File: src/rtl/serial_adder_pkg.sv
// serial_adder_pkg: shared state encodings and default width for the bit-serial adder
package serial_adder_pkg;
  localparam int DEF_WIDTH = 4;
  typedef enum logic [1:0] {
    ST_IDLE = 2'd0,
    ST_RUN  = 2'd1,
    ST_DONE = 2'd2
  } state_t;
endpackage

File: src/rtl/serial_adder_if.sv
// serial_adder_if: start/busy/done handshake bundle; SERIAL_ADDER_OVF_EN adds the signed-overflow flag
interface serial_adder_if
  import serial_adder_pkg::*;
#(
  parameter int WIDTH = DEF_WIDTH
);
  logic             start;
  logic [WIDTH-1:0] a;
  logic [WIDTH-1:0] b;
  logic             cin;
  logic             busy;
  logic             done;
  logic [WIDTH-1:0] sum;
  logic             cout;
`ifdef SERIAL_ADDER_OVF_EN
  logic             ovf;
  modport master (output start, a, b, cin, input busy, done, sum, cout, ovf);
  modport slave  (input start, a, b, cin, output busy, done, sum, cout, ovf);
`else
  modport master (output start, a, b, cin, input busy, done, sum, cout);
  modport slave  (input start, a, b, cin, output busy, done, sum, cout);
`endif
endinterface

File: src/rtl/serial_adder_fa_cell.sv
// serial_fa_cell: combinational 1-bit full adder
module serial_fa_cell (
  input  logic a,
  input  logic b,
  input  logic ci,
  output logic s,
  output logic co
);
  assign s  = a ^ b ^ ci;
  assign co = (a & b) | (a & ci) | (b & ci);
endmodule

File: src/rtl/serial_adder.sv
// serial_adder: bit-serial a+b+cin, LSB first, one full-adder cell; optional ovf via SERIAL_ADDER_OVF_EN
module serial_adder
  import serial_adder_pkg::*;
#(
  parameter int WIDTH = DEF_WIDTH
) (
  input  logic           clk,
  input  logic           rst_n,
  serial_adder_if.slave  bus
);
  localparam int CW = $clog2(WIDTH);
  state_t           state_q, state_d;
  logic [WIDTH-1:0] a_sr_q, b_sr_q, sum_q, s_full;
  logic [WIDTH-2:0] s_sr_q;
  logic [CW-1:0]    cnt_q;
  logic             carry_q, cout_q, busy_q, done_q, s, c, last, accept;
`ifdef SERIAL_ADDER_OVF_EN
  logic             ovf_q;
  assign bus.ovf = ovf_q;
`endif
  serial_fa_cell u_fa (.a(a_sr_q[0]), .b(b_sr_q[0]), .ci(carry_q), .s(s), .co(c));
  assign last     = cnt_q == CW'(WIDTH - 1);
  assign accept   = state_q == ST_IDLE && bus.start;
  assign s_full   = {s, s_sr_q};
  assign bus.busy = busy_q;
  assign bus.done = done_q;
  assign bus.sum  = sum_q;
  assign bus.cout = cout_q;
  // next state: IDLE -> RUN on start, RUN -> DONE after the last bit, DONE -> IDLE unconditionally
  always_comb begin
    state_d = state_q;
    case (state_q)
      ST_IDLE: state_d = bus.start ? ST_RUN : ST_IDLE;
      ST_RUN:  state_d = last ? ST_DONE : ST_RUN;
      default: state_d = ST_IDLE;
    endcase
  end
  // state, operand shifters, carry, counter and result registers; result loads only on the final bit
  always_ff @(posedge clk or negedge rst_n) begin
    if (!rst_n) begin
      state_q <= ST_IDLE;
      busy_q  <= 1'b0;
      done_q  <= 1'b0;
      a_sr_q  <= '0;
      b_sr_q  <= '0;
      s_sr_q  <= '0;
      carry_q <= 1'b0;
      cnt_q   <= '0;
      sum_q   <= '0;
      cout_q  <= 1'b0;
`ifdef SERIAL_ADDER_OVF_EN
      ovf_q   <= 1'b0;
`endif
    end else begin
      state_q <= state_d;
      busy_q  <= state_q == ST_RUN;
      done_q  <= state_q == ST_DONE;
      if (accept) begin
        a_sr_q  <= bus.a;
        b_sr_q  <= bus.b;
        carry_q <= bus.cin;
        cnt_q   <= '0;
      end else if (state_q == ST_RUN) begin
        a_sr_q  <= a_sr_q >> 1;
        b_sr_q  <= b_sr_q >> 1;
        s_sr_q  <= s_full[WIDTH-1:1];
        carry_q <= c;
        cnt_q   <= last ? cnt_q : cnt_q + CW'(1);
        if (last) begin
          sum_q  <= s_full;
          cout_q <= c;
`ifdef SERIAL_ADDER_OVF_EN
          ovf_q  <= carry_q ^ c;
`endif
        end
      end
    end
  end
endmodule

File: src/flat_wrapper.sv
// flat-port wrapper written by rule: the top's interface ports become plain ports
module serial_adder_flat import serial_adder_pkg::*;
#(
  parameter int WIDTH = DEF_WIDTH
)
  (clk, rst_n, bus_start, bus_a, bus_b, bus_cin, bus_busy, bus_done, bus_sum, bus_cout);
  serial_adder_if #(.WIDTH(WIDTH)) bus_i ();
  input  logic clk;
  input  logic rst_n;
  input wire logic [$bits(bus_i.start)-1:0] bus_start;
  input wire logic [$bits(bus_i.a)-1:0] bus_a;
  input wire logic [$bits(bus_i.b)-1:0] bus_b;
  input wire logic [$bits(bus_i.cin)-1:0] bus_cin;
  output wire logic [$bits(bus_i.busy)-1:0] bus_busy;
  output wire logic [$bits(bus_i.done)-1:0] bus_done;
  output wire logic [$bits(bus_i.sum)-1:0] bus_sum;
  output wire logic [$bits(bus_i.cout)-1:0] bus_cout;
  assign bus_i.start = bus_start;
  assign bus_i.a = bus_a;
  assign bus_i.b = bus_b;
  assign bus_i.cin = bus_cin;
  assign bus_busy = bus_i.busy;
  assign bus_done = bus_i.done;
  assign bus_sum = bus_i.sum;
  assign bus_cout = bus_i.cout;
  serial_adder #(.WIDTH(WIDTH)) u_core (.clk(clk), .rst_n(rst_n), .bus(bus_i));
endmodule
File: config.mk
export PLATFORM = sky130hd
export DESIGN_NAME = serial_adder_flat
export DESIGN_NICKNAME = d
export VERILOG_FILES = /design/src/rtl/serial_adder_pkg.sv /design/src/rtl/serial_adder_if.sv /design/src/rtl/serial_adder_fa_cell.sv /design/src/rtl/serial_adder.sv /design/src/flat_wrapper.sv
export SDC_FILE = /design/constraint.sdc
export NUM_CORES = 1
export LEC_CHECK = 0
export ABC_AREA = 1
export CAP_MARGIN = 25
export CORE_ASPECT_RATIO = 1.5
export CORE_MARGIN = 4
export CORE_UTILIZATION = 45
export DETAILED_ROUTE_END_ITERATION = 16
export PLACE_DENSITY = 0.81
export SYNTH_ARGS = -nofsm -noshare
export SYNTH_HDL_FRONTEND = slang
export SYNTH_SLANG_ARGS = --single-unit
File: constraint.sdc
create_clock -name clk -period 2.7 [get_ports clk]
set_input_delay 0.405 -clock clk [delete_from_list [all_inputs] [get_ports clk]]
set_output_delay 0.405 -clock clk [all_outputs]
set_load 0.02 [all_outputs]
Word-level counts from Yosys, hierarchy flattened:

Cells that the tools add are included.

* input port bits: 12
* bits in registers: 23
* logic and storage cells: 41
* output and inout bits: 7

* $add $sub $neg: 1
* reduce and logical (&&, ||, !) cells: 6
* bitwise gates (word level): 8
* muxes and demuxes: 12
* equal/unequal tests: 4

Operator list (number)
* 4-bit two-way mux: 4
* 2-bit two-way mux: 4
* 2-bit equality test (second input constant): 2
* 2-bit one-hot mux with 2 select lines: 1
* 2-bit AND reduction: 2
* 1-bit AND: 3
* 1-bit two-way mux: 3
* 3-bit AND reduction: 1
* 2-bit by 1-bit adder with 2-bit output (second input constant): 1
* 2-bit by 1-bit equality test with 1-bit output (second input constant): 1
* 2-bit logical NOT: 1
* 2-bit inequality test (second input constant): 1
* 1-bit OR: 2
* 2-bit nonzero test: 1
* 1-bit bitwise XOR: 2
* 1-bit logical AND: 1
* 1-bit inverter: 1

Longest topological paths before layout:

* depth after elaboration: 5
* mapped depth: 6
* mapped depth without buffers: 6

By module:

A second synthesis with hierarchy kept.

* cell total of the unflattened synthesis: 115
* area, all modules: 1012.2 um^2

By module, submodules not included
* serial_adder: instances 1, area each 992.2 um^2, seq. area each 575.6 um^2, cells each 114
* serial_fa_cell: instances 1, area each 20.0 um^2, seq. area each 0.0 um^2, cells each 1

Worst setup path before layout:

OpenSTA, ideal clock, no wires.

* kind: reg2reg
* start: reg u_core.a_sr_q[0]
* end: reg u_core.s_sr_q[2]
* required time: 2.579 ns
* stages on the path, launching flop included: 4
* clock period less this slack: 1.100 ns
* slack: 1.600 ns
* data arrival time: 0.979 ns
* path buffers: 0
* library setup time: 0.121 ns
* cells stage by stage: dfrtp_1 -> fa_1 -> nand2_1 -> o21ai_1

* longest elaborated chain between the ends: 2

RTL lines
* start: declaration: line serial_adder.sv:13 `logic [WIDTH-1:0] a_sr_q, b_sr_q, sum_q, s_full;`
* start signal: assignment: line serial_adder.sv:59 `a_sr_q <= bus.a;`
* start signal: assignment: line serial_adder.sv:64 `a_sr_q <= a_sr_q >> 1;`
* 1-bit bitwise XOR (2 in a row): line serial_adder_fa_cell.sv:9 `assign s = a ^ b ^ ci;`
* via u_core.s: line serial_adder.sv:16 `logic carry_q, cout_q, busy_q, done_q, s, c, last, accept;`
* end signal: assignment: line serial_adder.sv:66 `s_sr_q <= s_full[WIDTH-1:1];`
* end: declaration: line serial_adder.sv:14 `logic [WIDTH-2:0] s_sr_q;`

The timed path passes the listed nets, and every way through them passes these cells.
A chain may end at the register's enable or synchronous reset.

Worst setup path after layout:

* start: reg u_core.sum_q[3], in the netlist u_core.bus.sum[3]
* end: out bus_sum[3]

RTL lines
* start: declaration: line serial_adder.sv:13
* start signal: assignment: line serial_adder.sv:70 `sum_q <= s_full;`
* end: declaration: line flat_wrapper.sv:16 `output wire logic [$bits(bus_i.sum)-1:0] bus_sum;`

No word-level cell between the ends.

==> reports/results.ini <==
[outcome]
status=completed

[global_routing]
grt_pass1_wl_mm=3.27
grt_max_degree=24
grt_pass1_vias=798
grt.total_usage_pct=14.3
grt_antenna_before_repair=0
overflow=0

[critical_path]
cpMaxStageDelayCell=clkdlybuf4s50_1
start_kind=flop
required_ns=2.30
cp_slowest_stage_delay_ns=0.60
cp_max_fo=2
crit_chain=clkdlybuf4s50_1
worstSetupEndpointType=output pin
worstPathArrival_ns=1.29
path_buf_inv=1
crit_type=flop to output pin
cp_top_family=buffers and inverters

[layout]
antenna_cells=0
final_layout_size_suffix_gt1_share_pct=15.2
area_delta_synth_final_pct=21.0
finalNetCount=140
fin_area_um2=1250

[synth]
ys_types=19
synth.yosys.warnings=0
synth_edf_count=0
syn-num-nets=119
syn-mean-instance-area_um2=9.81
synth-seq-cells=23
yosysSeqAreaShare_pct=55.9
netlist_area_um2=1030
async_reset_ff_share_pct=100
syn_inst=105
synthFlopType=dfrtp_1

[placed_design]
gp_congestion=0.762
dpl_cell_area_um2=1220
hpwlAfterDp_mm=1.42
io_buffer_count=18
place_ws_ns=1.06

[sta]
setup_slack_ns=1.00
fin_crit_sh_pct=63.0
finalHoldViolations=0
slew_headroom_pct=80.9
rsz0062_at_grt=false
drv_slew=0
hold_ws_ns=0.420
worst_slew_pin_slew_ns=0.286
fin_setup_tns_ns=0
finalSetupViolCount=0
clock.fmax_ghz=0.588
finalClockSkew_ns=0.0183
layout_min_cycle_time_ns=1.70

[route]
ant_nets=0
vias=753
drtIter0Drc=12
viasPerCell=5.09
post_drt_wl_per_cell_um=12.5
drc=0
routed_wl_mm=1.85
dr.pass1.iters=4

[cts]
cts_tree=built
clockBufferDepth=2
htreeDepth=1
cts_setup_buffers=0
clk_pin_slew_ns=0.14
cts_resized=0
clock_latency_ns=0.32
cts_root_buf=clkbuf_4
cts_sinks=23
cts.hold.buffers_added=0
cts_buffers=3

[power]
ir_drop_mv=0.583
power_density_nw_per_um2=1080
leakage_nw=0.634
finalPower_w=0.00134

[die]
die_w_um=47.1
die_h_um=66.6
top_level_ports=19
dieArea_um2=3130
std_cell_rows=21
start_util_pct=46.7
core-area_um2=2210

[job]
max-cap-violations=0

[min_path]
hp-class=primary input to asynchronous set/reset pin

## layout by cell type (no fill, tap or decap), types with 2 or more instances in the layout
cell / count
clkbuf_4: 3
inv_1: 4
nand2_1: 36
nor2_4: 2
nand3_1: 20
nand3_2: 7
dfrtp_1: 23
clkdlybuf4s50_1: 18
## metal layers
metal | vias up | wire [µm] | share of wire (%) | global-route usage (%)
met5 | - | 0 | 0 | 0
met4 | 0 | 24 | 1.3 | 5.19
met3 | 4 | 97 | 5.2 | 2.43
met2 | 18 | 930 | 50 | 25.5
met1 | 350 | 800 | 43 | 16.2
li1 | 381 | - | - | -
## final cells by class
| class | count | area (µm²) |
|---|---|---|
| Timing Repair Buffer | 19 | 188 |
| Multi-Input combinational cell | 73 | 402 |
| Sequential cell | 23 | 576 |
| Fill cell | 216 | 961 |
| Clock buffer | 3 | 22.5 |
| Clock inverter | 1 | 5.00 |
| Inverter | 6 | 25.0 |
| Tap cell | 23 | 28.8 |
## path summary, 6_finish.rpt
check                                                   start                            end  slack, ns  depth (start not counted)
worst max-delay path            u_core.bus.sum[3]$_DFFE_PN0P_                     bus_sum[3]       1.00                          1
worst max register to register    u_core.state_q[1]$_DFF_PN0_  u_core.bus.sum[2]$_DFFE_PN0P_       1.44                          6
max in group asynchronous                               rst_n  u_core.bus.sum[2]$_DFFE_PN0P_       2.04                          2
min in group clk                u_core.bus.sum[2]$_DFFE_PN0P_  u_core.bus.sum[2]$_DFFE_PN0P_       0.48                          2
worst min register to register  u_core.bus.sum[2]$_DFFE_PN0P_  u_core.bus.sum[2]$_DFFE_PN0P_       0.48                          2
worst min-delay path                                    rst_n   u_core.s_sr_q[1]$_DFFE_PN0P_       0.42                          2
## sequential cells by signal, indices dropped and copies added (netlist names)
name             cells
u_core.bus.busy      1
u_core.s_sr_q        3
u_core.b_sr_q        4
u_core.carry_q       1
u_core.bus.done      1
u_core.cnt_q         2
u_core.bus.sum       4
u_core.bus.cout      1
u_core.state_q       2
u_core.a_sr_q        4
## logic make-up (layout without fill, tap and decap cells)
logic type               Yosys count  count (layout)  share of synthesized area, %
AND/OR/NAND/NOR                   69              69                          34.5
buffers and inverters              9              29                          5.10
AO/OA/AOI/OAI                      2               2                          1.34
adder cells (fa/ha/maj)            2               2                          3.16
flip-flops                        23              23                          55.9
## per-stage QoR
step	instances	util, %
after floorplan	105	-
after global placement	144	55.2
after detailed placement	144	55.2
after CTS	148	56.5
after global routing	148	56.5
final	148	56.5
## power breakdown
group,switching (W),total [W],internal [W]
registers,0.0000976,0.000585,0.000487
logic,0.000355,0.000596,0.000241
clock network,0.000104,0.000159,0.0000554
## synthesized netlist by cell type (2+ instances only)
cell	number	area, µm²
nand2_1	36	135
dfrtp_1	23	576
nand3_1	20	100
nand3_2	7	70.1
inv_1	4	15.0
nor2_4	2	22.5
Power figures use the tool's default switching activity.
